$ cat config.mk
export PLATFORM = sky130hd
export DESIGN_NAME = fifo_write_arbiter
export DESIGN_NICKNAME = d
export VERILOG_FILES = /design/src/rtl/fifo_write_arbiter.sv
export SDC_FILE = /design/constraint.sdc
export NUM_CORES = 1
export LEC_CHECK = 0
export ABC_AREA = 1
export BUFFER_PORTS_ARGS = -buffer_cell sky130_fd_sc_hd__buf_2
export CAP_MARGIN = 20
export CORE_ASPECT_RATIO = 1.75
export CORE_MARGIN = 2
export CORE_UTILIZATION = 44
export DETAILED_ROUTE_END_ITERATION = 8
export PLACE_DENSITY = 0.9
export SLEW_MARGIN = 20
export SYNTH_ARGS = -nofsm -noshare
export SYNTH_HDL_FRONTEND = slang
export SYNTH_SLANG_ARGS = --single-unit
$ cat constraint.sdc
create_clock -name clk -period 2.5 [get_ports clk]
set_input_delay 0.125 -clock clk [delete_from_list [all_inputs] [get_ports clk]]
set_output_delay 0.125 -clock clk [all_outputs]
set_load 0.05 [all_outputs]
$ cat src/rtl/fifo_write_arbiter.sv
// fifo_write_arbiter: round-robin arbiter sharing one fifo_buffer write port
// between NUM_REQ producers, with a one-entry output register.
// Optional feature: define ARB_BURST_LOCK_EN to keep the grant on one producer
// until it presents a word flagged with req_last.
module fifo_write_arbiter #(
    parameter int unsigned DATA_WIDTH = 16,
    parameter int unsigned PAR_WRITE  = 1,
    parameter int unsigned NUM_REQ    = 4,
    parameter int unsigned PTR_WIDTH  = 2
) (
    input  logic                                     clk,
    input  logic                                     rst_n,
    input  logic [NUM_REQ-1:0]                       req,
    input  logic [NUM_REQ*DATA_WIDTH*PAR_WRITE-1:0]  req_data,
    input  logic [NUM_REQ-1:0]                       req_last,
    output logic [NUM_REQ-1:0]                       grant,
    output logic                                     fifo_w_en,
    output logic [DATA_WIDTH*PAR_WRITE-1:0]          fifo_data,
    input  logic                                     fifo_ready
);

    localparam int unsigned W = DATA_WIDTH * PAR_WRITE;

    typedef enum logic {
        ST_EMPTY  = 1'b0,
        ST_LOADED = 1'b1
    } state_t;

    state_t                 state;
    logic [PTR_WIDTH-1:0]   rr_ptr;
    logic [NUM_REQ-1:0]     eligible;
    logic                   accept;
    logic                   found;
    logic                   grant_en;
    logic [PTR_WIDTH-1:0]   winner;
    logic [PTR_WIDTH-1:0]   next_ptr;
    logic [W-1:0]           sel_data;
    int unsigned            idx;

`ifdef ARB_BURST_LOCK_EN
    logic                   lock_active;
    logic [PTR_WIDTH-1:0]   lock_owner;

    // While a burst is open only its owner may compete.
    always_comb begin
        eligible = req;
        if (lock_active) begin
            eligible = req & (NUM_REQ'(1) << lock_owner);
        end
    end
`else
    logic unused_last;
    assign unused_last = ^req_last;

    // Every word is arbitrated on its own.
    always_comb begin
        eligible = req;
    end
`endif

    // Winner search from rr_ptr upward with wrap; grant is gated by reset
    // so it reads zero while rst_n is low.
    always_comb begin
        found  = 1'b0;
        winner = '0;
        idx    = 0;
        for (int unsigned k = 0; k < NUM_REQ; k++) begin
            idx = (32'(rr_ptr) + k) % NUM_REQ;
            if (!found && eligible[idx]) begin
                found  = 1'b1;
                winner = PTR_WIDTH'(idx);
            end
        end
        accept   = (state == ST_EMPTY) || fifo_ready;
        grant_en = rst_n && accept && found;
        grant    = grant_en ? (NUM_REQ'(1) << winner) : '0;
        next_ptr = (32'(winner) == NUM_REQ - 1) ? '0 : winner + PTR_WIDTH'(1);
        sel_data = req_data[32'(winner) * W +: W];
    end

    // Output register, state and round-robin pointer; a grant may load a new
    // word on the same edge the old one drains.
    always_ff @(posedge clk or negedge rst_n) begin
        if (!rst_n) begin
            state       <= ST_EMPTY;
            fifo_w_en   <= 1'b0;
            fifo_data   <= '0;
            rr_ptr      <= '0;
`ifdef ARB_BURST_LOCK_EN
            lock_active <= 1'b0;
            lock_owner  <= '0;
`endif
        end else if (grant_en) begin
            state     <= ST_LOADED;
            fifo_w_en <= 1'b1;
            fifo_data <= sel_data;
`ifdef ARB_BURST_LOCK_EN
            if (req_last[winner]) begin
                lock_active <= 1'b0;
                rr_ptr      <= next_ptr;
            end else begin
                lock_active <= 1'b1;
                lock_owner  <= winner;
            end
`else
            rr_ptr    <= next_ptr;
`endif
        end else if ((state == ST_LOADED) && fifo_ready) begin
            state     <= ST_EMPTY;
            fifo_w_en <= 1'b0;
        end
    end

endmodule

==> results, run 1 <==
- The run finished with clean final reports.
- The path category of the worst min-delay check is primary input to flop.
- The count of boundary I/O pins is 96.
- For this run, asynchronously set or reset flops after synthesis account for 1.000.
- The number of antenna violations at the first check in global routing was 0.
- The count of input and output buffers is 91.
- The aggregate global routing overflow is 0.
- The largest single stage delay on the critical path is 0.47 ns.
- In the finished design, the share of the clock period the worst path needs comes to 0.9686.
- In this run the worst path has a maximum fanout of 11.
- The initial utilization of the core area, before any placement, comes to 0.4580.
- Counting instances, the worst hold path has a depth of 4.
- For this run, the register share of the synthesized area comes to 0.2659.
- The placer's final routability congestion estimate is 0.8558.
- The top cell type by total area after synthesis is nand2_1.
- Detailed placement finished with a half-perimeter wire length of 4073 um.
- The number of nets in the synthesized netlist is 393.
- Buffers inserted during clock tree synthesis total 3.
- In this run, synthesis inferred 0 flip-flops with an integrated enable.
- The worst setup path is captured at an output pin.
- The critical path class is flop to output pin.
- For this run, design rule violations remaining after detail routing come to 0.
- The wire length of the first global-routing pass is 8328 um.
- The worst hold slack is 0.1857 ns.
- The setup-violating endpoint count in the final report is 0.
- For the worst setup path, the data arrival time is 2.30 ns.
- The number of maximum-capacitance constraint violations is 0.
- The cell count after synthesis is 318.
- Row generation in the floorplan step produced 30 rows.
- The most common flop cell mapped by yosys is dfrtp_1.
- For the worst flop-to-flop path, the logic depth is 13.
- In this run the clock root is driven by a clkbuf_8.
- Once detail routing completed, the nets flagged for antenna violations numbered 0.
- In this run the cell area of the synthesized design comes to 1788 um^2.
- The shortest period the worst path allows is 2.421 ns.
- The number of detailed-route iterations in the first pass is 5.
- The global routing usage summed across all routing layers is 0.2336.
- The number of warnings printed during yosys synthesis is 0.
- The cell that appears most often on the critical path is nand2_1.
- The fmax is 0.4130 GHz.
- The number of violations reported at the end of detailed-routing iteration 0 is 83.
- The share of synthesized area in the top cell type comes to 0.3422.
- The core area is 3904 um^2.
- Using the TritonRoute via totals, the vias-per-cell ratio works out to 4.943.
- The signal on the critical path passes through inv_2, nand2_1, nand2_2, nand2_1, nand2_1, nor2_4, nand2_1, or2_1, nand3_4, buf_4, nor3_2, clkbuf_4.
- The final max-slew violation count is 0.
- The hold violation count in the final report came to 0.
- The clock tree skew after final layout is 0.005521 ns.
- The die covers 4609 um^2.
- The library cells used most frequently in the layout, excluding fill and tap cells, are nand2_1 (163), buf_2 (88), nand3_1 (56).
- The overall via count from detail_route is 2254.
- CTS built an H-tree with a depth of 1.
- The via count of the first global-routing pass came to 2039.
- The finished layout holds 456 standard cells, fillers aside.
- The clock passes through at most 2 buffers.
- The number of placed cells counting well taps is 449.
- The category of the worst setup path launch point is a flop.
- In this run the cell area measured after placement is 2250 um^2.
- The transition time of the tightest slew-check pin is 0.2627 ns.
- The clock sink count is 19.
- TritonCTS built the clock tree.
- The slowest stage of the critical path is the dfrtp_2 cell.
- After synthesis the netlist holds a flip-flop and latch count of 19.
- Headroom to the max-slew limit came out at 0.8260.
- The floorplan step set the die width to 52.19 um.
- The library cell used most frequently in the layout, excluding fill and tap cells, is nand2_1.
- Entering global routing, the biggest net connects 37 pins.
- The post-route cell area is 2356 um^2.
- Dividing the detail-routed wire length by the instance count gives 11.64 um.
- 0 antenna diodes ended up in the layout.
- After synthesis, the cell types taking the most area are nand2_1 (34%), dfrtp_1 (27%), nand3_1 (16%).
- The final layout contains 484 nets.
- The clock insertion delay at the later pin of the skew report is 0.26 ns.
- Of the cells placed in the final design, the portion with a size suffix greater than 1 is 0.2990.
- Averaged over all synthesized cells, the footprint is 5.623 um^2.
- The layout-stage area growth over the synthesis result is 31.77%.
- In this run the vertical extent of the chip is 88.33 um.
- Data on the critical path is required at its endpoint by 2.38 ns.
- After detailed routing, the total wire length is 5309 um.
- The count of different cell masters after synthesis is 19.
- The clock input transition at the sequential cells of the worst setup and hold paths is 0.07 ns.
worst max-delay path: cells and delay by family, from the launching register on:
| kind | cells | cell delay [ns] |
|---|---|---|
| and+or+nand+nor | 9 | 0.94 |
| DFF | 1 | 0.47 |
| buffers and inverters | 3 | 0.62 |
cell families after synthesis:
kind of cell           after synthesis  synth area share
AND/OR/NAND/NOR                    235            0.5647
flip-flops                          19            0.2659
buffers and inverters               61            0.1609
AO/OA/AOI/OAI                        3          0.008395
through the flow:
stage / TNS [ns] / utilization / setup slack, ns
2_1_floorplan: 0 / - / 0.2721
3_3_place_gp: 0 / 0.5763 / 0.2693
3_5_place_dp: 0 / 0.5763 / 0.2203
4_1_cts: 0 / 0.5923 / 0.009070
5_1_grt: -0.1059 / 0.6035 / -0.03915
6_report: 0 / 0.6035 / 0.07855
worst paths after layout:
kind                                     from            end  slack, ns
min in group asynchronous               rst_n          state       0.44
max in group asynchronous               rst_n      rr_ptr[0]       1.84
worst max register to register      rr_ptr[0]   fifo_data[2]       0.43
worst min register to register  fifo_data[10]  fifo_data[10]       0.48
worst min-delay path               fifo_ready          state       0.19
worst max-delay path                rr_ptr[0]       grant[3]       0.08
cells in the mapped netlist (2+ instances only):
master / n
buf_4: 4
nand2_2: 4
buf_6: 5
dfrtp_1: 19
buf_1: 2
nand2_1: 163
nand3_1: 56
o21ai_1: 2
nand3_2: 3
buf_2: 5
nor2_4: 2
nor2_1: 3
inv_2: 4
inv_1: 41
state kept, by name, summed over array words and instances (netlist names):
signal	flops
rr_ptr	2
state	1
fifo_data	16
cell type report:
cell class                      instances  area [um^2]
Inverter                               45        172.7
Timing Repair Buffer                  102        551.8
Sequential cell                        19        476.7
Multi-Input combinational cell        238         1046
Clock buffer                            3        41.29
Clock inverter                          1        7.507
Tap cell                               48        60.06
Fill cell                             396         1548
repair_timing:
action                     CTS  global route
setup endpoints to repair    4             4
hold endpoints to repair    19             0
resized for setup            2             7
hold buffers                 1             0
setup buffers                0             2
metal layers:
layer,GRT usage,wire (um),up-vias
li1,-,-,1143
met1,0.2380,1876,998
met2,0.4649,2958,93
met3,0.02365,262,20
met4,0.09091,211,0
met5,0,0,-
Power of run 1 is not shown: default switching activity piles up to over one toggle a cycle in this logic, so the estimate is an artifact.
==> run 2: changes to the inputs <==
--- a/config.mk
+++ b/config.mk
@@ -10,9 +10,9 @@
 export CAP_MARGIN = 20
 export CORE_ASPECT_RATIO = 1.75
 export CORE_MARGIN = 2
-export CORE_UTILIZATION = 44
+export CORE_UTILIZATION = 25
 export DETAILED_ROUTE_END_ITERATION = 8
-export PLACE_DENSITY = 0.9
+export PLACE_DENSITY_LB_ADDON = 0.3
 export SLEW_MARGIN = 20
 export SYNTH_ARGS = -nofsm -noshare
 export SYNTH_HDL_FRONTEND = slang
==> run 2 against run 1 <==
  * Clock skew down 0.0043 ns
  * Flip-flop and latch count unchanged
  * Core utilization down 25 points
  * Clock-buffer cell count up 1
  * First-iteration DRC count down 19%
  * Hold slack worse by 0.021 ns
  * Highest routed layer unchanged
  * Global-route usage down 7.7 points
  * Critical path depth up 1
  * Maximum frequency up 5.6%
  * Cell count up 7.9%
  * Design area up 3.1%
  * Register-to-register slack about the same
==> results, run 2 (same netlist as run 1, synthesis figures left out) <==
- The most common library cell in the layout ignoring fill and taps is nand2_1.
- Leaving out fill and tap cells, the most frequent cells in the layout are nand2_1 (163), buf_2 (90), nand3_1 (56).
- At the worst endpoint, the arrival time is 2.17 ns.
- The critical path class is flop to output pin.
- The placed standard-cell area is 2302 um^2.
- The via count of the first global-routing pass came to 2147.
- The minimum setup slack after placement is 0.2368 ns.
- The count of boundary I/O pins is 96.
- The die extent in x is 67.93 um.
- The number of buffers and inverters on the critical path is 4.
- Dividing the detail-routed via count by the number of cells gives 4.396.
- The shortest period the worst path allows is 2.293 ns.
- The die covers 7870 um^2.
- The cell repeated most along the worst path is nand2_1.
- The number of violations reported at the end of detailed-routing iteration 0 is 67.
- Timing would allow up to 0.4362 GHz.
- For this block, the routed nets add up to 6044 um of wire.
- The region available for standard cell placement spans 6907 um^2.
- The overall via count from detail_route is 2163.
- The summed negative setup slack over all endpoints is 0 ns.
- Entering global routing, the biggest net connects 37 pins.
- The post-route clock period utilization is 0.9170.
- The worst supply voltage drop on vdd is 0.7416 mV.
- More flip-flops sit in one register than any other, and that register is fifo_data.
- The wire length of the first global-routing pass is 9508 um.
- The clock input transition at the sequential cells of the worst setup and hold paths is 0.05 ns.
- The cell count of the worst reg-to-reg path is 13.
- The signal on the critical path passes through inv_4, nand2_1, nand2_1, nand2_1, nand2_1, nor2_1, nand2_1, nand3_2, nor2_4, buf_6, nand3_1, inv_1, clkbuf_4.
- The static power due to leakage is 0.001585 uW.
- In this run the vertical extent of the chip is 115.9 um.
- The clock tree from TritonCTS is yes.
- In the final routed layout, each cell accounts on average for 12.28 um.
- STA classifies the critical path endpoint as an output pin.
- The setup-violating endpoint count in the final report is 0.
- The count of input and output buffers is 91.
- The largest registers in the layout are fifo_data (16), rr_ptr (2), state (1).
- The post-route cell area is 2429 um^2.
- The number of antenna repair diodes is 0.
- The cell family with the largest share of critical-path delay is simple AND/OR/NAND/NOR gates.
- The required time at the endpoint of the critical path is 2.38 ns.
- The number of buffers inserted during clock tree synthesis is 3.
- Clock skew on the completed layout was measured at 0.001193 ns.
- The starting utilization of the core area is 0.2589.
- The floorplan has 40 rows.
- The number of levels the H-tree was split into is 1.
- Power spread over the standard cell area amounts to 1791 nW/um^2.
- In this run the worst hold path is classified as primary input to flop.
- After global routing the overflow that remains totals 0.
- The headroom to the max-slew limit is 0.6948.
- The worst hold path passes through 4 cells.
- The number of antenna violations at the first check in global routing is 0.
- Across the run, the number of max-cap violations was 0.
- At the pin with the least slew margin, the transition time is 0.4579 ns.
- The clock sink count is 19.
- No sink is reached through more buffers than the 2 on the longest clock path.
- The global routing usage summed across all routing layers is 0.1568.
- In this run the clock root is driven by a clkbuf_16.
- Counting buffers and inverters, the worst setup path is 13 cells deep.
- Among all stages on the critical path, the largest delay is contributed by dfrtp_2.
- The net count of the finished layout is 484.
- Relative to the synthesized area, the layout overhead comes to 35.83%.
- The category of the worst setup path launch point is a flop.
- Setup repair after global routing left no endpoint under its margin.
- The final worst slack is 0.2075 ns.
- The final max-slew violation count was 0.
- The hold violation count in the final report is 0.
- The register with the most flip-flops in the layout has 16 of them.
- The number of antenna-violating nets in the routed design is 0.
- Clock latency on the worst-skew pair, taken at its later pin, is 0.24 ns.
- The first detailed-routing pass took 5 iterations.
- Detailed placement ended at an HPWL of 4716 um.
- Of the cells placed in the final design, the portion with a size suffix greater than 1 is 0.2966.
- The top fanout value on the critical path is 18.
- At the end of routability-driven placement, the weighted congestion stood at 0.8420.
- On the worst path, the slowest cell contributes a delay of 0.49 ns.
- The run finished with clean final reports.
- The number of setup buffers added after CTS is 0.
- The residual DRC count is 0.
run 2: cell count changes in the layout (fill, tap and decap cells not counted), sizes merged:
| cell | before | now |
|---|---|---|
| clkinvlp | 1 | 0 |
| clkinv | 1 | 0 |
| nand2 | 168 | 169 |
| inv | 44 | 45 |
run 2: metrics by stage:
step                      total power [uW]  hold WS (ns)    util  cells
after floorplan                       3210       -0.1706       -    318
after global placement                3907        0.1010  0.3333    486
after detailed placement              3937        0.1045  0.3333    486
after CTS                             4305        0.1740  0.3476    491
after global routing                  4809        0.1924  0.3516    492
final                                 4349        0.1644  0.3516    492
run 2: per-layer routing:
| metal | vias up | track usage | share of wire |
|---|---|---|---|
| met5 | - | 0 | 0 |
| met4 | 0 | 0.02400 | 0.0048 |
| met3 | 2 | 0.009709 | 0.040 |
| met2 | 65 | 0.3191 | 0.56 |
| met1 | 948 | 0.1707 | 0.40 |
| li1 | 1148 | - | - |
run 2: worst paths after layout:
kind / startpoint / end / slack (ns)
min: fifo_ready / state / 0.16
min reg2reg: fifo_data[13] / fifo_data[13] / 0.47
max in group asynchronous: rst_n / rr_ptr[0] / 1.79
min in group asynchronous: rst_n / fifo_data[11] / 0.36
max reg2reg: rr_ptr[0] / fifo_data[12] / 0.42
max: rr_ptr[0] / grant[1] / 0.21
run 2: layout make-up:
class                           count  area (um^2)
Tap cell                           84        105.1
Timing Repair Buffer              101        539.3
Fill cell                         801         4478
Sequential cell                    19        476.7
Multi-Input combinational cell    239         1055
Clock buffer                        4        78.83
Inverter                           45        173.9
run 2: power by group:
part	internal [uW]	switching (uW)	leakage [uW]
Clock	216	105	0.0000382
Sequential	465	112	0.000234
Combinational	1010	2440	0.00131
Total	1690	2660	0.00159
run 2: worst min-delay path, stage by stage:
cell and delay [ns]:
buf_2 0.07, inv_1 0.03, nand2_1 0.08, nand2_1 0.06
run 2: what timing repair did:
action	CTS	global route
setup endpoints to repair	2	4
pin swaps	0	1
endpoints found under the hold margin	19	0
resized for setup	2	6
hold buffers	1	0
cloned	0	1
Note: power is estimated with default switching activity, not from simulation.
